## config.mk

```make
export PLATFORM = sky130hd
export DESIGN_NAME = data_cache_controller_flat
export DESIGN_NICKNAME = d
export VERILOG_FILES = /design/src/rtl/cache_pkg.sv /design/src/rtl/data_cache_controller_if.sv /design/src/rtl/cache_stat_counter.sv /design/src/rtl/data_cache_controller.sv /design/src/flat_wrapper.sv
export SDC_FILE = /design/constraint.sdc
export NUM_CORES = 1
export LEC_CHECK = 0
export BUFFER_PORTS_ARGS = -buffer_cell sky130_fd_sc_hd__buf_2
export CORE_MARGIN = 3
export CORE_UTILIZATION = 30
export CTS_CLUSTER_SIZE = 14
export DETAILED_ROUTE_END_ITERATION = 8
export REMOVE_ABC_BUFFERS = 1
export SLEW_MARGIN = 40
export SYNTH_ARGS = -nofsm -noshare
export SYNTH_HDL_FRONTEND = slang
export SYNTH_HIERARCHICAL = 1
export SYNTH_SLANG_ARGS = --single-unit
```

## constraint.sdc

```tcl
create_clock -name clk -period 3.75 [get_ports clk]
set_clock_uncertainty 0.15 [all_clocks]
set_input_delay 0.75 -clock clk [delete_from_list [all_inputs] [get_ports clk]]
set_output_delay 0.75 -clock clk [all_outputs]
set_load 0.01 [all_outputs]
```

## src/rtl/cache_pkg.sv

```systemverilog
// Shared widths, controller state encoding and address-split helpers.
// Latency: none (declarations only).
// Backpressure: not applicable.
package cache_pkg;

  localparam int ADDRESS_WIDTH = 32;
  localparam int DATA_WIDTH    = 32;
  localparam int SET_WIDTH     = 3;
  localparam int TAG_WIDTH     = ADDRESS_WIDTH - SET_WIDTH - 2;
  localparam int STAT_WIDTH    = 16;

  typedef enum logic [1:0] {
    IDLE   = 2'd0,
    LOOKUP = 2'd1,
    MEM_RD = 2'd2,
    MEM_WR = 2'd3
  } state_t;

  // Upper address bits above the set index form the tag.
  function automatic logic [TAG_WIDTH-1:0] addr_tag(input logic [ADDRESS_WIDTH-1:0] a);
    return a[ADDRESS_WIDTH-1:SET_WIDTH+2];
  endfunction

  // Word index within the direct-mapped array.
  function automatic logic [SET_WIDTH-1:0] addr_set(input logic [ADDRESS_WIDTH-1:0] a);
    return a[SET_WIDTH+1:2];
  endfunction

  // Byte address with the in-word offset forced to zero.
  function automatic logic [ADDRESS_WIDTH-1:0] word_addr(input logic [ADDRESS_WIDTH-1:0] a);
    return {a[ADDRESS_WIDTH-1:2], 2'b00};
  endfunction

endpackage

```

## src/rtl/data_cache_controller_if.sv

```systemverilog
// Request/response, array and main-memory signal bundle for the cache controller.
// Latency: none (wiring only).
// Backpressure: req_valid held by master until req_ready; mem_req held until mem_ack.
interface data_cache_controller_if;

  logic                                  req_valid;
  logic                                  req_we;
  logic [cache_pkg::ADDRESS_WIDTH-1:0]   req_addr;
  logic [cache_pkg::DATA_WIDTH-1:0]      req_wdata;
  logic                                  req_ready;
  logic                                  resp_valid;
  logic [cache_pkg::DATA_WIDTH-1:0]      resp_rdata;

  logic [cache_pkg::SET_WIDTH-1:0]       cache_set;
  logic                                  cache_we;
  logic [cache_pkg::TAG_WIDTH-1:0]       cache_wtag;
  logic [cache_pkg::DATA_WIDTH-1:0]      cache_wdata;
  logic                                  cache_v;
  logic [cache_pkg::TAG_WIDTH-1:0]       cache_tag;
  logic [cache_pkg::DATA_WIDTH-1:0]      cache_rd;

  logic                                  mem_req;
  logic                                  mem_we;
  logic [cache_pkg::ADDRESS_WIDTH-1:0]   mem_addr;
  logic [cache_pkg::DATA_WIDTH-1:0]      mem_wdata;
  logic                                  mem_ack;
  logic [cache_pkg::DATA_WIDTH-1:0]      mem_rdata;

  // Environment side: requester, storage array and main memory.
  modport master (
    output req_valid, req_we, req_addr, req_wdata,
    input  req_ready, resp_valid, resp_rdata,
    input  cache_set, cache_we, cache_wtag, cache_wdata,
    output cache_v, cache_tag, cache_rd,
    input  mem_req, mem_we, mem_addr, mem_wdata,
    output mem_ack, mem_rdata
  );

  // Controller side.
  modport slave (
    input  req_valid, req_we, req_addr, req_wdata,
    output req_ready, resp_valid, resp_rdata,
    output cache_set, cache_we, cache_wtag, cache_wdata,
    input  cache_v, cache_tag, cache_rd,
    output mem_req, mem_we, mem_addr, mem_wdata,
    input  mem_ack, mem_rdata
  );

endinterface

```

## src/rtl/cache_stat_counter.sv

```systemverilog
// Saturating event counter: counts enable pulses, sticks at all-ones.
// Latency: count updates one cycle after en.
// Backpressure: none; en is sampled every cycle.
module cache_stat_counter #(
  parameter int WIDTH = 16
) (
  input  logic             clk,
  input  logic             rst_n,
  input  logic             en,
  output logic [WIDTH-1:0] count
);

  // Increment on enable unless already saturated.
  always_ff @(posedge clk or negedge rst_n) begin
    if (!rst_n) begin
      count <= '0;
    end else if (en && (count != {WIDTH{1'b1}})) begin
      count <= count + WIDTH'(1);
    end
  end

endmodule

```

## src/rtl/data_cache_controller.sv

```systemverilog
// Direct-mapped, write-through/no-write-allocate control stage in front of the data array.
// Latency: load hit responds 1 cycle after accept; misses and stores respond on mem_ack.
// Backpressure: req_ready only in IDLE; mem_req held until mem_ack, no accept in response cycle.
module data_cache_controller
  import cache_pkg::*;
#(
  parameter int STAT_WIDTH = cache_pkg::STAT_WIDTH
) (
  input  logic                  clk,
  input  logic                  rst_n,
  data_cache_controller_if.slave bus,
  output logic [STAT_WIDTH-1:0] hit_count,
  output logic [STAT_WIDTH-1:0] miss_count
);

  state_t                   r_state;
  logic [ADDRESS_WIDTH-1:0] r_addr;
  logic                     r_we;
  logic [DATA_WIDTH-1:0]    r_wdata;
  logic                     r_ready;
  logic                     r_mem_req;
  logic                     r_mem_we;
  logic [ADDRESS_WIDTH-1:0] r_mem_addr;
  logic [DATA_WIDTH-1:0]    r_mem_wdata;

  logic [TAG_WIDTH-1:0]     w_tag;
  logic [SET_WIDTH-1:0]     w_set;
  logic                     w_hit;
  logic                     w_inc_hit;
  logic                     w_inc_miss;
  logic                     w_resp_valid;
  logic [DATA_WIDTH-1:0]    w_resp_rdata;
  logic                     w_cache_we;
  logic [TAG_WIDTH-1:0]     w_cache_wtag;
  logic [DATA_WIDTH-1:0]    w_cache_wdata;

  assign w_tag = addr_tag(r_addr);
  assign w_set = addr_set(r_addr);
  // The array answers one cycle after it sees the set, i.e. during LOOKUP.
  assign w_hit = bus.cache_v && (bus.cache_tag == w_tag);

  // State sequencing; request latch and memory-side outputs are registered here.
  always_ff @(posedge clk or negedge rst_n) begin
    if (!rst_n) begin
      r_state     <= IDLE;
      r_addr      <= '0;
      r_we        <= 1'b0;
      r_wdata     <= '0;
      r_ready     <= 1'b1;
      r_mem_req   <= 1'b0;
      r_mem_we    <= 1'b0;
      r_mem_addr  <= '0;
      r_mem_wdata <= '0;
    end else begin
      case (r_state)
        IDLE: begin
          if (bus.req_valid) begin
            r_addr  <= word_addr(bus.req_addr);
            r_we    <= bus.req_we;
            r_wdata <= bus.req_wdata;
            r_ready <= 1'b0;
            r_state <= LOOKUP;
          end
        end
        LOOKUP: begin
          if (!r_we && w_hit) begin
            r_ready <= 1'b1;
            r_state <= IDLE;
          end else begin
            // Load miss fetches the word; every store is written through.
            r_mem_req   <= 1'b1;
            r_mem_we    <= r_we;
            r_mem_addr  <= r_addr;
            r_mem_wdata <= r_we ? r_wdata : '0;
            r_state     <= r_we ? MEM_WR : MEM_RD;
          end
        end
        MEM_RD, MEM_WR: begin
          if (bus.mem_ack) begin
            r_mem_req   <= 1'b0;
            r_mem_we    <= 1'b0;
            r_mem_addr  <= '0;
            r_mem_wdata <= '0;
            r_ready     <= 1'b1;
            r_state     <= IDLE;
          end
        end
        default: r_state <= IDLE;
      endcase
    end
  end

  // Same-cycle outputs that depend on the array read or on mem_ack.
  always_comb begin
    w_inc_hit     = 1'b0;
    w_inc_miss    = 1'b0;
    w_resp_valid  = 1'b0;
    w_resp_rdata  = '0;
    w_cache_we    = 1'b0;
    w_cache_wtag  = '0;
    w_cache_wdata = '0;
    case (r_state)
      LOOKUP: begin
        w_inc_hit  = w_hit;
        w_inc_miss = !w_hit;
        if (w_hit && !r_we) begin
          w_resp_valid = 1'b1;
          w_resp_rdata = bus.cache_rd;
        end
        if (w_hit && r_we) begin
          w_cache_we    = 1'b1;
          w_cache_wtag  = w_tag;
          w_cache_wdata = r_wdata;
        end
      end
      MEM_RD: begin
        if (bus.mem_ack) begin
          // Fill replaces whatever the set held; direct-mapped, no choice.
          w_resp_valid  = 1'b1;
          w_resp_rdata  = bus.mem_rdata;
          w_cache_we    = 1'b1;
          w_cache_wtag  = w_tag;
          w_cache_wdata = bus.mem_rdata;
        end
      end
      MEM_WR: begin
        if (bus.mem_ack) begin
          w_resp_valid = 1'b1;
        end
      end
      default: ;
    endcase
  end

  assign bus.req_ready   = r_ready;
  assign bus.resp_valid  = w_resp_valid;
  assign bus.resp_rdata  = w_resp_rdata;
  assign bus.cache_set   = (r_state == IDLE) ? addr_set(bus.req_addr) : w_set;
  assign bus.cache_we    = w_cache_we;
  assign bus.cache_wtag  = w_cache_wtag;
  assign bus.cache_wdata = w_cache_wdata;
  assign bus.mem_req     = r_mem_req;
  assign bus.mem_we      = r_mem_we;
  assign bus.mem_addr    = r_mem_addr;
  assign bus.mem_wdata   = r_mem_wdata;

  cache_stat_counter #(.WIDTH(STAT_WIDTH)) u_hit_cnt (
    .clk   (clk),
    .rst_n (rst_n),
    .en    (w_inc_hit),
    .count (hit_count)
  );

  cache_stat_counter #(.WIDTH(STAT_WIDTH)) u_miss_cnt (
    .clk   (clk),
    .rst_n (rst_n),
    .en    (w_inc_miss),
    .count (miss_count)
  );

endmodule

```

## src/flat_wrapper.sv

```systemverilog
// flat-port wrapper written by rule: the top's interface ports become plain ports
module data_cache_controller_flat import cache_pkg::*;
#(
  parameter int STAT_WIDTH = cache_pkg::STAT_WIDTH
)
  (clk, rst_n, hit_count, miss_count, bus_req_valid, bus_req_we, bus_req_addr, bus_req_wdata, bus_req_ready, bus_resp_valid, bus_resp_rdata, bus_cache_set, bus_cache_we, bus_cache_wtag, bus_cache_wdata, bus_cache_v, bus_cache_tag, bus_cache_rd, bus_mem_req, bus_mem_we, bus_mem_addr, bus_mem_wdata, bus_mem_ack, bus_mem_rdata);
  data_cache_controller_if bus_i ();
  input  logic clk;
  input  logic rst_n;
  output logic [STAT_WIDTH-1:0] hit_count;
  output logic [STAT_WIDTH-1:0] miss_count;
  input wire logic [$bits(bus_i.req_valid)-1:0] bus_req_valid;
  input wire logic [$bits(bus_i.req_we)-1:0] bus_req_we;
  input wire logic [$bits(bus_i.req_addr)-1:0] bus_req_addr;
  input wire logic [$bits(bus_i.req_wdata)-1:0] bus_req_wdata;
  output wire logic [$bits(bus_i.req_ready)-1:0] bus_req_ready;
  output wire logic [$bits(bus_i.resp_valid)-1:0] bus_resp_valid;
  output wire logic [$bits(bus_i.resp_rdata)-1:0] bus_resp_rdata;
  output wire logic [$bits(bus_i.cache_set)-1:0] bus_cache_set;
  output wire logic [$bits(bus_i.cache_we)-1:0] bus_cache_we;
  output wire logic [$bits(bus_i.cache_wtag)-1:0] bus_cache_wtag;
  output wire logic [$bits(bus_i.cache_wdata)-1:0] bus_cache_wdata;
  input wire logic [$bits(bus_i.cache_v)-1:0] bus_cache_v;
  input wire logic [$bits(bus_i.cache_tag)-1:0] bus_cache_tag;
  input wire logic [$bits(bus_i.cache_rd)-1:0] bus_cache_rd;
  output wire logic [$bits(bus_i.mem_req)-1:0] bus_mem_req;
  output wire logic [$bits(bus_i.mem_we)-1:0] bus_mem_we;
  output wire logic [$bits(bus_i.mem_addr)-1:0] bus_mem_addr;
  output wire logic [$bits(bus_i.mem_wdata)-1:0] bus_mem_wdata;
  input wire logic [$bits(bus_i.mem_ack)-1:0] bus_mem_ack;
  input wire logic [$bits(bus_i.mem_rdata)-1:0] bus_mem_rdata;
  assign bus_i.req_valid = bus_req_valid;
  assign bus_i.req_we = bus_req_we;
  assign bus_i.req_addr = bus_req_addr;
  assign bus_i.req_wdata = bus_req_wdata;
  assign bus_req_ready = bus_i.req_ready;
  assign bus_resp_valid = bus_i.resp_valid;
  assign bus_resp_rdata = bus_i.resp_rdata;
  assign bus_cache_set = bus_i.cache_set;
  assign bus_cache_we = bus_i.cache_we;
  assign bus_cache_wtag = bus_i.cache_wtag;
  assign bus_cache_wdata = bus_i.cache_wdata;
  assign bus_i.cache_v = bus_cache_v;
  assign bus_i.cache_tag = bus_cache_tag;
  assign bus_i.cache_rd = bus_cache_rd;
  assign bus_mem_req = bus_i.mem_req;
  assign bus_mem_we = bus_i.mem_we;
  assign bus_mem_addr = bus_i.mem_addr;
  assign bus_mem_wdata = bus_i.mem_wdata;
  assign bus_i.mem_ack = bus_mem_ack;
  assign bus_i.mem_rdata = bus_mem_rdata;
  data_cache_controller #(.STAT_WIDTH(STAT_WIDTH)) u_core (.clk(clk), .rst_n(rst_n), .bus(bus_i), .hit_count(hit_count), .miss_count(miss_count));
endmodule
```

# --- After elaboration in Yosys (flattened, before gate mapping) ---
# Cells that the tools add are included.
word_totals:
  inputBits: 161
  register_bits: 164
classes:
  mux: 36
  n_addsub: 2
  eq_ne: 10
  reduce_logical: 14
op_table:
  columns: ["cell", "n"]
  rows:
  - ["$pmux W32 S2", 4]
  - ["$mux W32", 7]
  - ["$mux W27", 2]
  - ["$pmux W27 S2", 1]
  - ["$add A16 B1 Y16 const B", 2]
  - ["$ne A16 B16 Y1 const B", 2]
  - ["$eq A27 B27 Y1", 1]
  - ["$mux W1", 12]
  - ["$pmux W1 S2", 4]
  - ["$mux W2", 3]
  - ["$pmux W2 S3", 1]
  - ["$reduce_and A3 Y1", 2]
  - ["$logic_and A1 B1 Y1", 5]
  - ["$eq A2 B2 Y1 const B", 2]
  - ["$ne A2 B1 Y1 const B", 2]
  - ["$ne A2 B2 Y1 const B", 2]
  - ["$reduce_and A2 Y1", 2]
  - ["$mux W3", 1]
  - ["$pmux W1 S3", 1]
  - ["$eq A2 B1 Y1 const B", 1]
  - ["$logic_not A1 Y1", 2]
  - ["$logic_not A2 Y1", 1]
  - ["$reduce_bool A2 Y1", 1]
  - ["$reduce_or A2 Y1", 1]

# --- Logic depth before layout (Yosys ltp) ---
# Gate-level depths: netlist of the first run.
logic_depth:
  ltp_word: 5
  depth_mapped: 10
  mapped_depth_nobuf: 8

# --- Hierarchy ---
# Netlist of the first run, hierarchy kept.
by_module_without_submodules:
  columns: ["module", "seq_area_each_um2", "cells_each", "instances", "area_each_um2"]
  rows:
  - ["data_cache_controller", 3254.4, 660, 1, 6919.1]
  - ["cache_stat_counter", 400.4, 72, 2, 859.6]

# --- Worst setup path before layout of the first run ---
# No wires, ideal clock.
synth_timing:
  path_kind: "input -> output"
  start: "in bus_cache_tag[24]"
  end: "out bus_resp_rdata[0]"
  slack_ns: 0.568
  required_time_ns: 2.850
  stages: 7
  arrival_time_ns: 2.282
  path_cell_list: "xor2_1 > nor4_1 > and3_1 > buf_2 > buf_2 > nand4_1 > a21boi_0"
synth_between:
  elab_chain_len: 5
synth_rtl:
  columns: ["element", "line_no", "source"]
  rows:
  - ["start: declaration", "flat_wrapper.sv:24", "input wire logic [$bits(bus_i.cache_tag)-1:0] bus_cache_tag;"]
  - ["$eq A27 B27 Y1", "data_cache_controller.sv:40", "assign w_hit = bus.cache_v && (bus.cache_tag == w_tag);"]
  - ["$logic_and A1 B1 Y1", "data_cache_controller.sv:40", null]
  - ["$logic_and A1 B1 Y1", "data_cache_controller.sv:106", "if (w_hit && !r_we) begin"]
  - ["$mux W32", "data_cache_controller.sv:106", null]
  - ["$pmux W32 S2", "data_cache_controller.sv:102", "case (r_state)"]
  - ["end: declaration", "flat_wrapper.sv:18", "output wire logic [$bits(bus_i.resp_rdata)-1:0] bus_resp_rdata;"]
# No other way between the ends.

# --- Final worst setup path of the first run ---
layout_timing:
  start: "reg u_core.r_addr[31]"
  end: "out bus_cache_wdata[30]"
layout_between:
  elab_chain_len: 5
layout_rtl:
  columns: ["element", "line_no", "source"]
  rows:
  - ["start: declaration", "data_cache_controller.sv:17", "logic [ADDRESS_WIDTH-1:0] r_addr;"]
  - ["start signal: assignment", "data_cache_controller.sv:58", "r_addr <= word_addr(bus.req_addr);"]
  - ["$eq A27 B27 Y1", "data_cache_controller.sv:40", null]
  - ["$logic_and A1 B1 Y1", "data_cache_controller.sv:40", null]
  - ["$logic_and A1 B1 Y1", "data_cache_controller.sv:110", "if (w_hit && r_we) begin"]
  - ["$mux W32", "data_cache_controller.sv:110", null]
  - ["$pmux W32 S2", "data_cache_controller.sv:102", null]
  - ["end: declaration", "flat_wrapper.sv:22", "output wire logic [$bits(bus_i.cache_wdata)-1:0] bus_cache_wdata;"]
# No other way between the ends.

==> results of run 1 <==
[cell families after synthesis]
| group | after synthesis | synth area share |
|---|---|---|
| other | 1 | 0.0004341 |
| adder cells (fa/ha/maj) | 6 | 0.008690 |
| XOR/XNOR | 41 | 0.04244 |
| buffers and inverters | 95 | 0.05403 |
| flip-flops | 162 | 0.4694 |
| AO/OA/AOI/OAI | 144 | 0.1363 |
| AND/OR/NAND/NOR | 257 | 0.1653 |
| multiplexers | 98 | 0.1234 |
[metrics by stage]
stage	instances	total power, mW	setup slack [ps]	util
detailed placement	1495	6.684	107.7	0.3851
CTS	1527	8.471	52.89	0.4056
finish	1529	8.329	168.4	0.4059
floorplan	748	5.212	-2559	-
global route	1528	8.966	8.080	0.4058
global placement	1495	6.578	67.71	0.3845
[what timing repair did]
item	4_1_cts	5_1_grt
endpoints found under the setup margin	0	22
buffers inserted	0	0
resized for setup	0	2
[worst max path at each step]
stage                                endpoint  cells after the start              start
after floorplan                  bus_cache_we                      5  bus_cache_tag[10]
after global placement    bus_cache_wdata[13]                      9  bus_cache_tag[12]
after detailed placement  bus_cache_wdata[13]                      9  bus_cache_tag[12]
after CTS                 bus_cache_wdata[13]                      8  u_core/r_addr[31]
after global routing      bus_cache_wdata[13]                      8  u_core/r_addr[31]
final                     bus_cache_wdata[30]                      8  u_core/r_addr[31]
[where the power goes]
| part | total, mW | internal (mW) | switching, mW |
|---|---|---|---|
| clock network | 1.74 | 0.905 | 0.838 |
| registers | 3.02 | 2.42 | 0.599 |
| logic | 3.57 | 1.60 | 1.97 |
| total | 8.33 | 4.92 | 3.41 |
[sequential cells by signal (all words and copies together) (netlist names), 2 cells and up]
signal	cells
u_core/bus.mem_wdata	32
u_core/r_wdata	32
u_core/bus.mem_addr	30
u_core/r_addr	30
u_core/u_hit_cnt/count	16
u_core/u_miss_cnt/count	16
u_core/r_state	2
[Yosys cell counts (all sizes together) (3+ instances only)]
master  number
o31ai        4
and3         7
xor2        16
nor3         4
inv         38
nand3       14
nor4         9
and4         7
a21oi        7
o21a        10
a22o        64
ha           6
nand2      107
mux2i       30
a31oi        9
buf         22
xnor2       25
nand4       59
clkbuf      33
a21boi      33
o21ai        4
and2         3
mux2        68
nand2b       5
dfrtp      161
nor2        35
[worst max-delay path, cell delays in order (launching register included)]
cell and delay, ps:
sky130_fd_sc_hd__dfrtp_1 430, sky130_fd_sc_hd__xor2_1 170, sky130_fd_sc_hd__nor4_1 390, sky130_fd_sc_hd__buf_4 190, sky130_fd_sc_hd__and3_2 240, sky130_fd_sc_hd__and4_1 250, sky130_fd_sc_hd__buf_4 220, sky130_fd_sc_hd__a22o_1 200
sky130_fd_sc_hd__buf_2 150
[per-layer routing]
| layer | wire, um | GRT usage |
|---|---|---|
| met2 | 13390 | 0.3030 |
| met5 | 13 | 0 |
| met4 | 643 | 0.05642 |
| met1 | 12040 | 0.2231 |
| met3 | 2292 | 0.05318 |
[layout make-up]
| cell class | instances | area, sq um | area share |
|---|---|---|---|
| Multi-Input combinational cell | 548 | 4173 | 0.3660 |
| Tap cell | 378 | 473.0 | 0.04148 |
| Inverter | 38 | 142.6 | 0.01251 |
| Antenna cell | 2 | 5.005 | 0.0004390 |
| Timing Repair Buffer | 369 | 1977 | 0.1734 |
| Clock inverter | 14 | 136.4 | 0.01196 |
| Clock buffer | 18 | 439.2 | 0.03852 |
| Sequential cell | 162 | 4055 | 0.3557 |
==> impl_results.html, run 1 <==
<table>
<tr><th>Metric</th><th>Value</th></tr>
<tr><th colspan="2">Yosys</th></tr>
<tr><td>Synth cell types</td><td>62</td></tr>
<tr><td>Number of cells produced by synthesis</td><td>804</td></tr>
<tr><td>Cell type with the highest aggregate area in the netlist</td><td>sky130_fd_sc_hd__dfrtp_1</td></tr>
<tr><td>Largest cells by area after synthesis</td><td>sky130_fd_sc_hd__dfrtp_1 (47%), sky130_fd_sc_hd__mux2_2 (8.6%), sky130_fd_sc_hd__a22o_1 (6.5%), sky130_fd_sc_hd__nand2_1 (4.6%), sky130_fd_sc_hd__nand4_1 (3.9%)</td></tr>
<tr><td>Number of register bits inferred by synthesis</td><td>around 160</td></tr>
<tr><td>EDFF count, synth</td><td>0</td></tr>
<tr><td>Mean Syn Cell Area</td><td>10.74 sq um</td></tr>
<tr><td>Fraction of the yosys area taken by sequential cells</td><td>0.4694</td></tr>
<tr><td>Synth top area share</td><td>0.4664</td></tr>
<tr><td>Most frequently used flop master after synthesis</td><td>sky130_fd_sc_hd__dfrtp_1</td></tr>
<tr><td>Synth warn</td><td>6</td></tr>
<tr><td>Async SR Flop Fraction</td><td>1.000</td></tr>
<tr><td>Cell area after synthesis</td><td>around 8600 sq um</td></tr>
<tr><th colspan="2">Pwr</th></tr>
<tr><td>Power density over the cells</td><td>730.5 nW/um^2</td></tr>
<tr><td>Worst vdd ir</td><td>430.1 uV</td></tr>
<tr><td>Leakage power</td><td>5.716 nW</td></tr>
<tr><th colspan="2">Cells and area</th></tr>
<tr><td>Nets</td><td>about 1,300</td></tr>
<tr><td>Layout overhead on the synthesized area</td><td>31.98%</td></tr>
<tr><td>Commonest cells after routing, fill and taps aside</td><td>sky130_fd_sc_hd__buf_2 (350), sky130_fd_sc_hd__dfrtp_1 (161), sky130_fd_sc_hd__nand2_1 (106), sky130_fd_sc_hd__mux2_2 (66), sky130_fd_sc_hd__a22o_1 (64)</td></tr>
<tr><td>Most common library cell in the layout ignoring fill and taps</td><td>sky130_fd_sc_hd__buf_2</td></tr>
<tr><td>Number of filler instances in the final layout</td><td>between 2,000 and 3,000</td></tr>
<tr><td>Layout cell share with drive strength beyond 1</td><td>0.4378</td></tr>
<tr><td>Final design instance area without fill</td><td>roughly 11,000 sq um</td></tr>
<tr><th colspan="2">Setup path</th></tr>
<tr><td>Critical path launch point type</td><td>register</td></tr>
<tr><td>Reg2reg start</td><td>u_core/r_addr[31]</td></tr>
<tr><td>Required time of the worst setup path</td><td>2850 ps</td></tr>
<tr><td>Crit Path Class</td><td>reg2out</td></tr>
<tr><td>Crit end category</td><td>output pin</td></tr>
<tr><td>Register-to-register setup slack</td><td>between 700 and 800 ps</td></tr>
<tr><td>Crit path DAT</td><td>2680 ps</td></tr>
<tr><td>Worst-case reg-to-reg path depth</td><td>10</td></tr>
<tr><td>Largest fanout on the critical path</td><td>10</td></tr>
<tr><td>Endpoint of the worst register-to-register path</td><td>u_core/u_hit_cnt/count[5]</td></tr>
<tr><th colspan="2">CTS</th></tr>
<tr><td>Clock network latency to the later pin of the worst-skew pair</td><td>between 400 and 500 ps</td></tr>
<tr><td>Maximum clock insertion buffer count</td><td>2</td></tr>
<tr><td>Total number of clock tree sinks</td><td>162</td></tr>
<tr><td>H-tree lvl count</td><td>4</td></tr>
<tr><td>Clock slew seen by the registers of the worst setup and hold paths</td><td>80 ps</td></tr>
<tr><td>Master cell of the clock root buffer</td><td>sky130_fd_sc_hd__clkbuf_16</td></tr>
<tr><td>Hold-fix buffers at CTS</td><td>0</td></tr>
<tr><td>Clock tree from TritonCTS</td><td>built</td></tr>
<tr><td>Number of CTS-inserted buffers</td><td>17</td></tr>
<tr><th colspan="2">Route</th></tr>
<tr><td>First DRT Iteration DRCs</td><td>~450</td></tr>
<tr><td>Iteration count of the initial detailed-routing pass</td><td>4</td></tr>
<tr><td>Wire length reported by the detailed router</td><td>between 20 and 30 mm</td></tr>
<tr><td>Vias per std cell</td><td>4.953</td></tr>
<tr><td>Post-detailed-route DRC marker count</td><td>0</td></tr>
<tr><td>Wirelength per Cell</td><td>approximately 19 um</td></tr>
<tr><td>Remaining number of nets flagged by the antenna check after routing</td><td>0</td></tr>
<tr><td>Vias after detailed routing</td><td>7,573</td></tr>
<tr><th colspan="2">Floorplan</th></tr>
<tr><td>Floorplan die height</td><td>175.7 um</td></tr>
<tr><td>Site Rows</td><td>61</td></tr>
<tr><td>Initial core utilization</td><td>0.3076</td></tr>
<tr><td>Die outline area</td><td>about 31,000 sq um</td></tr>
<tr><td>Die span in x</td><td>175.7 um</td></tr>
<tr><td>Area of the core</td><td>28,090 sq um</td></tr>
<tr><td>I/O pin count</td><td>356</td></tr>
<tr><th colspan="2">Timing</th></tr>
<tr><td>Number of setup violations in the final report</td><td>0</td></tr>
<tr><td>Final-layout worst hold slack</td><td>160.3 ps</td></tr>
<tr><td>Worst Tran Pin Value</td><td>approximately 770 ps</td></tr>
<tr><td>Relative slew margins</td><td>0.4872</td></tr>
<tr><td>Count of endpoints failing hold in the final timing report</td><td>0</td></tr>
<tr><td>Min cycle time layout</td><td>3582 ps</td></tr>
<tr><td>Unrepaired setup endpoints after global routing</td><td>false</td></tr>
<tr><td>Slew Limit Fails</td><td>0</td></tr>
<tr><td>Final TNS setup</td><td>0 ps</td></tr>
<tr><td>Fmax</td><td>between 0.2 and 0.3 GHz</td></tr>
<tr><td>Final Cycle Share</td><td>0.9551</td></tr>
<tr><th colspan="2">Place</th></tr>
<tr><td>DPL Wire Length</td><td>between 15 and 20 mm</td></tr>
<tr><td>Placed standard-cell area</td><td>10,820 sq um</td></tr>
<tr><td>Port bufs</td><td>between 300 and 400</td></tr>
<tr><td>Final weighted congestion in routability-driven placement</td><td>around 0.85</td></tr>
<tr><th colspan="2">Run</th></tr>
<tr><td>Maximum Capacitance Violations</td><td>0</td></tr>
<tr><th colspan="2">GRT</th></tr>
<tr><td>Pin count of the biggest net entering global routing</td><td>64</td></tr>
<tr><td>Initial antenna violation count</td><td>3</td></tr>
<tr><td>Global-route usage over all layers</td><td>0.1802</td></tr>
<tr><td>Total congestion overflow after global routing</td><td>0</td></tr>
<tr><td>Number of global-route vias before repair</td><td>7,696</td></tr>
<tr><td>Global-route wire length before repair</td><td>43.79 mm</td></tr>
<tr><th colspan="2">Min path</th></tr>
<tr><td>Worst hold-check path type</td><td>in2async</td></tr>
<tr><th colspan="2">Outcome</th></tr>
<tr><td>Outcome</td><td>finished clean</td></tr>
</table>
No activity file was read; power rests on OpenSTA's default activity.
==> run 2: changes to the inputs <==
- CTS_BUF_LIST: default -> sky130_fd_sc_hd__clkbuf_16
==> impl_results.html, run 2 (same netlist as run 1, synthesis figures left out) <==
<table>
<tr><th>Metric</th><th>Value</th></tr>
<tr><th colspan="2">Outcome</th></tr>
<tr><td>Outcome</td><td>finished clean</td></tr>
<tr><th colspan="2">Pwr</th></tr>
<tr><td>Worst vdd ir</td><td>430.1 uV</td></tr>
<tr><td>Clock power frac</td><td>0.207</td></tr>
<tr><td>Internal Dissipation</td><td>4.900 mW</td></tr>
<tr><td>Leakage power</td><td>5.711 nW</td></tr>
<tr><td>Switch Pwr</td><td>3.408 mW</td></tr>
<tr><td>Part of the power in registers</td><td>0.363</td></tr>
<tr><td>Sw frac</td><td>0.4102</td></tr>
<tr><td>Portion of total power attributed to combinational logic</td><td>0.430</td></tr>
<tr><td>Power density over the cells</td><td>roughly 730 nW/um^2</td></tr>
<tr><th colspan="2">Setup path</th></tr>
<tr><td>Crit end category</td><td>output pin</td></tr>
<tr><td>Slowest cell on the critical path</td><td>sky130_fd_sc_hd__dfrtp_1</td></tr>
<tr><td>Register-to-register setup slack</td><td>770 ps</td></tr>
<tr><td>Worst-case reg-to-reg path depth</td><td>10</td></tr>
<tr><td>Reg2reg start</td><td>u_core/r_addr[31]</td></tr>
<tr><td>Critical path's largest stage delay</td><td>430 ps</td></tr>
<tr><td>Endpoint of the worst register-to-register path</td><td>u_core/u_hit_cnt/count[5]</td></tr>
<tr><td>Start point of the critical path</td><td>u_core/r_addr[31]</td></tr>
<tr><td>Most common cell on crit path</td><td>sky130_fd_sc_hd__buf_4</td></tr>
<tr><td>Cell family with most CP delay</td><td>simple AND/OR/NAND/NOR gates</td></tr>
<tr><td>Crit path DAT</td><td>2680 ps</td></tr>
<tr><td>Crit Path Class</td><td>reg2out</td></tr>
<tr><td>WP buf/inv</td><td>3</td></tr>
<tr><td>Largest fanout on the critical path</td><td>10</td></tr>
<tr><td>Critical path launch point type</td><td>register</td></tr>
<tr><td>Required time of the worst setup path</td><td>2850 ps</td></tr>
<tr><td>Sequence of cells on the critical path</td><td>xor2_1 -&gt; nor4_1 -&gt; buf_4 -&gt; and3_2 -&gt; and4_1 -&gt; buf_4 -&gt; a22o_1 -&gt; buf_2</td></tr>
<tr><th colspan="2">Route</th></tr>
<tr><td>Vias after detailed routing</td><td>7,573</td></tr>
<tr><td>Wirelength per Cell</td><td>around 19 um</td></tr>
<tr><td>Wire length reported by the detailed router</td><td>28.38 mm</td></tr>
<tr><td>Remaining number of nets flagged by the antenna check after routing</td><td>0</td></tr>
<tr><td>Vias per std cell</td><td>4.953</td></tr>
<tr><td>Post-detailed-route DRC marker count</td><td>0</td></tr>
<tr><td>Iteration count of the initial detailed-routing pass</td><td>4</td></tr>
<tr><td>First DRT Iteration DRCs</td><td>approximately 450</td></tr>
<tr><th colspan="2">CTS</th></tr>
<tr><td>Maximum clock insertion buffer count</td><td>2</td></tr>
<tr><td>Hold-fix buffers at CTS</td><td>0</td></tr>
<tr><td>Clock slew seen by the registers of the worst setup and hold paths</td><td>around 80 ps</td></tr>
<tr><td>Clock network latency to the later pin of the worst-skew pair</td><td>around 420 ps</td></tr>
<tr><td>Total number of clock tree sinks</td><td>around 160</td></tr>
<tr><td>Number of CTS-inserted buffers</td><td>17</td></tr>
<tr><td>Clock tree from TritonCTS</td><td>built</td></tr>
<tr><td>Master cell of the clock root buffer</td><td>sky130_fd_sc_hd__clkbuf_16</td></tr>
<tr><td>H-tree lvl count</td><td>4</td></tr>
<tr><th colspan="2">Timing</th></tr>
<tr><td>Number of setup violations in the final report</td><td>0</td></tr>
<tr><td>Final Cycle Share</td><td>0.9551</td></tr>
<tr><td>Min cycle time layout</td><td>3582 ps</td></tr>
<tr><td>Worst Tran Pin Value</td><td>about 770 ps</td></tr>
<tr><td>Fmax</td><td>0.2792 GHz</td></tr>
<tr><td>Unrepaired setup endpoints after global routing</td><td>false</td></tr>
<tr><td>Count of endpoints failing hold in the final timing report</td><td>0</td></tr>
<tr><td>Post-route setup slack</td><td>168.4 ps</td></tr>
<tr><td>Slew Limit Fails</td><td>0</td></tr>
<tr><td>Relative slew margins</td><td>0.4872</td></tr>
<tr><td>Final-layout worst hold slack</td><td>160.3 ps</td></tr>
<tr><th colspan="2">Place</th></tr>
<tr><td>Final weighted congestion in routability-driven placement</td><td>around 0.85</td></tr>
<tr><td>DPL Wire Length</td><td>19.96 mm</td></tr>
<tr><td>Port bufs</td><td>351</td></tr>
<tr><td>Cells after DPL</td><td>1,495</td></tr>
<tr><td>Post-Place Worst Slack</td><td>107.7 ps</td></tr>
<tr><th colspan="2">Cells and area</th></tr>
<tr><td>Nets</td><td>1,303</td></tr>
<tr><td>Layout cell share with drive strength beyond 1</td><td>0.4369</td></tr>
<tr><td>Number of filler instances in the final layout</td><td>2,826</td></tr>
<tr><td>Non-filler cells in the finished layout</td><td>1,529</td></tr>
<tr><td>Commonest cells after routing, fill and taps aside</td><td>sky130_fd_sc_hd__buf_2 (350), sky130_fd_sc_hd__dfrtp_1 (161), sky130_fd_sc_hd__nand2_1 (106), sky130_fd_sc_hd__mux2_2 (66), sky130_fd_sc_hd__a22o_1 (64)</td></tr>
<tr><td>Most common library cell in the layout ignoring fill and taps</td><td>sky130_fd_sc_hd__buf_2</td></tr>
<tr><td>Layout overhead on the synthesized area</td><td>31.87%</td></tr>
<tr><th colspan="2">GRT</th></tr>
<tr><td>Number of global-route vias before repair</td><td>7,696</td></tr>
<tr><td>Global-route usage over all layers</td><td>0.1802</td></tr>
<tr><td>Pin count of the biggest net entering global routing</td><td>64</td></tr>
<tr><td>Initial antenna violation count</td><td>3</td></tr>
<tr><td>Total congestion overflow after global routing</td><td>0</td></tr>
<tr><td>Global-route wire length before repair</td><td>43.79 mm</td></tr>
<tr><th colspan="2">Min path</th></tr>
<tr><td>Worst hold-check path type</td><td>in2async</td></tr>
<tr><th colspan="2">Floorplan</th></tr>
<tr><td>Area of the core</td><td>about 28,000 sq um</td></tr>
<tr><td>Die span in x</td><td>175.7 um</td></tr>
<tr><td>Die outline area</td><td>30,870 sq um</td></tr>
<tr><td>I/O pin count</td><td>around 360</td></tr>
<tr><td>Initial core utilization</td><td>0.3076</td></tr>
<tr><td>Floorplan die height</td><td>175.7 um</td></tr>
<tr><td>Site Rows</td><td>61</td></tr>
<tr><th colspan="2">Run</th></tr>
<tr><td>Maximum Capacitance Violations</td><td>0</td></tr>
</table>
## run 2: cell types whose count changed in the layout (fill, tap and decap cells not counted)
cell	before	now
sky130_fd_sc_hd__clkbuf_8	1	0
sky130_fd_sc_hd__clkinv_1	0	1
## run 2: power by group through the flow
stage                     Sequential (mW)  Clock, mW  Combinational, mW
after floorplan                      3.01          0               2.20
after global placement               3.02          0               3.55
after detailed placement             3.05          0               3.64
after CTS                            3.02       1.78               3.64
after global routing                 3.13       1.86               3.96
final                                3.02       1.72               3.57
## run 2: per-stage QoR
step	instance area (sq um)	power (mW)	util	setup TNS, ps
3_3_place_gp	10800	6.578	0.3845	0
3_5_place_dp	10820	6.684	0.3851	0
2_1_floorplan	8318	5.212	-	-234030
4_1_cts	11380	8.450	0.4052	0
6_report	11390	8.307	0.4056	0
5_1_grt	11390	8.945	0.4055	0
## run 2: how the worst max path moves through the flow
stage                           to  slack [ps]  depth (start not counted)
5_1_grt        bus_cache_wdata[13]           8                          8
4_1_cts        bus_cache_wdata[13]          50                          8
3_3_place_gp   bus_cache_wdata[13]          70                          9
2_1_floorplan         bus_cache_we       -2560                          5
3_5_place_dp   bus_cache_wdata[13]         110                          9
6_report       bus_cache_wdata[30]         170                          8
## run 2: final cells by class
class	count	area, sq um	share of cell area
flip-flops and latches	162	4055	0.3560
repair buffers	369	1977	0.1736
clock inverters	15	140.1	0.01230
diodes	2	5.005	0.0004394
clock buffers	17	425.4	0.03735
inverters	38	142.6	0.01252
well taps	378	473.0	0.04152
multi-input cells	548	4173	0.3663
## run 2: routing by layer
metal	GRT usage	part of all wire	vias up
met3	0.05318	0.081	34
met5	0	0.00046	-
met4	0.05642	0.023	2
met2	0.3030	0.47	296
li1	-	-	3564
met1	0.2231	0.42	3677
## run 2: timing repair
action | in CTS | in global routing
buffers inserted | 0 | 0
setup endpoints to repair | 0 | 22
gates resized for setup | 0 | 2
==> run 3: changes to the inputs <==
- MAX_ROUTING_LAYER: default -> met4
==> impl_results.html, run 3 (same netlist as run 1, synthesis figures left out) <==
<table>
<tr><th>Metric</th><th>Value</th></tr>
<tr><th colspan="2">Outcome</th></tr>
<tr><td>Outcome</td><td>finished clean</td></tr>
<tr><th colspan="2">Cells and area</th></tr>
<tr><td>Commonest cells after routing, fill and taps aside</td><td>sky130_fd_sc_hd__buf_2 (350), sky130_fd_sc_hd__dfrtp_1 (161), sky130_fd_sc_hd__nand2_1 (106), sky130_fd_sc_hd__mux2_2 (66), sky130_fd_sc_hd__a22o_1 (64)</td></tr>
<tr><td>Final core utilization</td><td>0.4056</td></tr>
<tr><td>Layout overhead on the synthesized area</td><td>31.87%</td></tr>
<tr><td>Nets</td><td>1,303</td></tr>
<tr><td>Number of filler instances in the final layout</td><td>between 2,000 and 3,000</td></tr>
<tr><td>Combined area of the multi-input logic cells</td><td>4173 sq um</td></tr>
<tr><td>Layout cell share with drive strength beyond 1</td><td>0.4369</td></tr>
<tr><td>Most common library cell in the layout ignoring fill and taps</td><td>sky130_fd_sc_hd__buf_2</td></tr>
<tr><td>Non-filler cells in the finished layout</td><td>between 1,500 and 2,000</td></tr>
<tr><td>Flip-flop and latch area</td><td>4055 sq um</td></tr>
<tr><th colspan="2">Floorplan</th></tr>
<tr><td>Die span in x</td><td>175.7 um</td></tr>
<tr><td>I/O pin count</td><td>356</td></tr>
<tr><td>Initial core utilization</td><td>0.3076</td></tr>
<tr><td>Floorplan die height</td><td>175.7 um</td></tr>
<tr><td>Die outline area</td><td>30,870 sq um</td></tr>
<tr><td>Area of the core</td><td>28,090 sq um</td></tr>
<tr><td>Site Rows</td><td>61</td></tr>
<tr><th colspan="2">Route</th></tr>
<tr><td>Iteration count of the initial detailed-routing pass</td><td>4</td></tr>
<tr><td>Wire length reported by the detailed router</td><td>28.41 mm</td></tr>
<tr><td>First DRT Iteration DRCs</td><td>between 400 and 500</td></tr>
<tr><td>Remaining number of nets flagged by the antenna check after routing</td><td>0</td></tr>
<tr><td>Vias per std cell</td><td>4.976</td></tr>
<tr><td>Vias after detailed routing</td><td>7,609</td></tr>
<tr><td>Post-detailed-route DRC marker count</td><td>0</td></tr>
<tr><td>Wirelength per Cell</td><td>18.58 um</td></tr>
<tr><th colspan="2">Setup path</th></tr>
<tr><td>Crit Path Class</td><td>reg2out</td></tr>
<tr><td>Cell family with most CP delay</td><td>simple AND/OR/NAND/NOR gates</td></tr>
<tr><td>Required time of the worst setup path</td><td>about 2900 ps</td></tr>
<tr><td>Sequence of cells on the critical path</td><td>xor2_1 -&gt; nor4_1 -&gt; buf_4 -&gt; and3_2 -&gt; and4_1 -&gt; buf_4 -&gt; a22o_1 -&gt; buf_2</td></tr>
<tr><td>Critical path's largest stage delay</td><td>between 400 and 500 ps</td></tr>
<tr><td>Worst-case reg-to-reg path depth</td><td>10</td></tr>
<tr><td>Reg2reg start</td><td>u_core/r_addr[31]</td></tr>
<tr><td>Largest fanout on the critical path</td><td>10</td></tr>
<tr><td>Start point of the critical path</td><td>u_core/r_addr[31]</td></tr>
<tr><td>Slowest cell on the critical path</td><td>sky130_fd_sc_hd__dfrtp_1</td></tr>
<tr><td>WP buf/inv</td><td>3</td></tr>
<tr><td>Critical path launch point type</td><td>register</td></tr>
<tr><td>Crit end category</td><td>output pin</td></tr>
<tr><td>Crit path DAT</td><td>2720 ps</td></tr>
<tr><td>Critical Path Stages</td><td>8</td></tr>
<tr><td>Most common cell on crit path</td><td>sky130_fd_sc_hd__buf_4</td></tr>
<tr><th colspan="2">Timing</th></tr>
<tr><td>Post-route setup slack</td><td>around 130 ps</td></tr>
<tr><td>Worst Tran Pin Value</td><td>763.7 ps</td></tr>
<tr><td>Final TNS setup</td><td>0 ps</td></tr>
<tr><td>Min cycle time layout</td><td>3624 ps</td></tr>
<tr><td>Slew Limit Fails</td><td>0</td></tr>
<tr><td>Number of setup violations in the final report</td><td>0</td></tr>
<tr><td>Relative slew margins</td><td>0.4909</td></tr>
<tr><td>Count of endpoints failing hold in the final timing report</td><td>0</td></tr>
<tr><td>Final Cycle Share</td><td>0.9664</td></tr>
<tr><td>Unrepaired setup endpoints after global routing</td><td>false</td></tr>
<tr><td>Fmax</td><td>0.2759 GHz</td></tr>
<tr><th colspan="2">Place</th></tr>
<tr><td>Final weighted congestion in routability-driven placement</td><td>between 0.8 and 0.9</td></tr>
<tr><td>Port bufs</td><td>351</td></tr>
<tr><td>Cells after DPL</td><td>roughly 1,500</td></tr>
<tr><td>DPL Wire Length</td><td>between 15 and 20 mm</td></tr>
<tr><td>Post-Place Worst Slack</td><td>107.7 ps</td></tr>
<tr><th colspan="2">CTS</th></tr>
<tr><td>Clock slew seen by the registers of the worst setup and hold paths</td><td>80 ps</td></tr>
<tr><td>Number of CTS-inserted buffers</td><td>17</td></tr>
<tr><td>Clock tree from TritonCTS</td><td>built</td></tr>
<tr><td>Post-CTS Repair Setup Buffers</td><td>0</td></tr>
<tr><td>Clock network latency to the later pin of the worst-skew pair</td><td>~420 ps</td></tr>
<tr><td>Hold-fix buffers at CTS</td><td>0</td></tr>
<tr><td>Total number of clock tree sinks</td><td>162</td></tr>
<tr><td>H-tree lvl count</td><td>4</td></tr>
<tr><td>Master cell of the clock root buffer</td><td>sky130_fd_sc_hd__clkbuf_16</td></tr>
<tr><td>Maximum clock insertion buffer count</td><td>2</td></tr>
<tr><th colspan="2">Pwr</th></tr>
<tr><td>Leakage power</td><td>5.711 nW</td></tr>
<tr><td>Power density over the cells</td><td>729.8 nW/um^2</td></tr>
<tr><td>Worst vdd ir</td><td>431.4 uV</td></tr>
<tr><th colspan="2">GRT</th></tr>
<tr><td>Pin count of the biggest net entering global routing</td><td>64</td></tr>
<tr><td>Number of global-route vias before repair</td><td>7,711</td></tr>
<tr><td>Initial antenna violation count</td><td>3</td></tr>
<tr><td>Global-route wire length before repair</td><td>43.77 mm</td></tr>
<tr><td>Total congestion overflow after global routing</td><td>0</td></tr>
<tr><td>Global-route usage over all layers</td><td>0.1858</td></tr>
<tr><th colspan="2">Run</th></tr>
<tr><td>Maximum Capacitance Violations</td><td>0</td></tr>
<tr><th colspan="2">Min path</th></tr>
<tr><td>Worst hold-check path type</td><td>in2async</td></tr>
</table>
## run 3: report_power, final
group | switching [mW] | leakage, nW | internal, mW
Sequential | 0.601 | 2.04 | 2.42
Combinational | 1.97 | 3.38 | 1.60
Clock | 0.838 | 0.281 | 0.885
## run 3: per-stage QoR
stage               hold slack (ps)  instance area [sq um]  power (mW)
detailed placement            330.7                  10820       6.684
finish                        173.3                  11390       8.313
floorplan                     304.4                   8318       5.212
global placement              306.8                  10800       6.578
global route                  193.9                  11390       8.946
CTS                           173.4                  11380       8.450
## run 3: final cells by class
| cell class | count | area share |
|---|---|---|
| multi-input combinational | 548 | 0.3663 |
| sequential | 162 | 0.3560 |
| timing repair buffer | 369 | 0.1736 |
| tap | 378 | 0.04152 |
| clock buffer | 17 | 0.03735 |
| inverter | 38 | 0.01252 |
| clock inverter | 15 | 0.01230 |
| antenna | 2 | 0.0004394 |
## run 3: final timing paths
kind	to	slack, ps
max	bus_cache_wdata[23]	130
min	u_core/r_addr[3]	170
max reg2reg	u_core/u_hit_cnt/count[5]	730
min reg2reg	u_core/bus.mem_we	350
max in group asynchronous	u_core/bus.mem_wdata[5]	2530
min in group clk	u_core/bus.mem_we	350
## run 3: layer usage
metal	GRT usage	vias up	part of all wire
li1	-	3567	-
met1	0.2264	3720	0.43
met2	0.3043	288	0.47
met3	0.04799	34	0.071
met4	0.05543	0	0.022
met5	-	-	0
## run 3: repair_timing
| action | 4_1_cts | 5_1_grt |
|---|---|---|
| resized for setup | 0 | 2 |
| endpoints found under the setup margin | 0 | 22 |
| hold endpoints to repair | 0 | 0 |
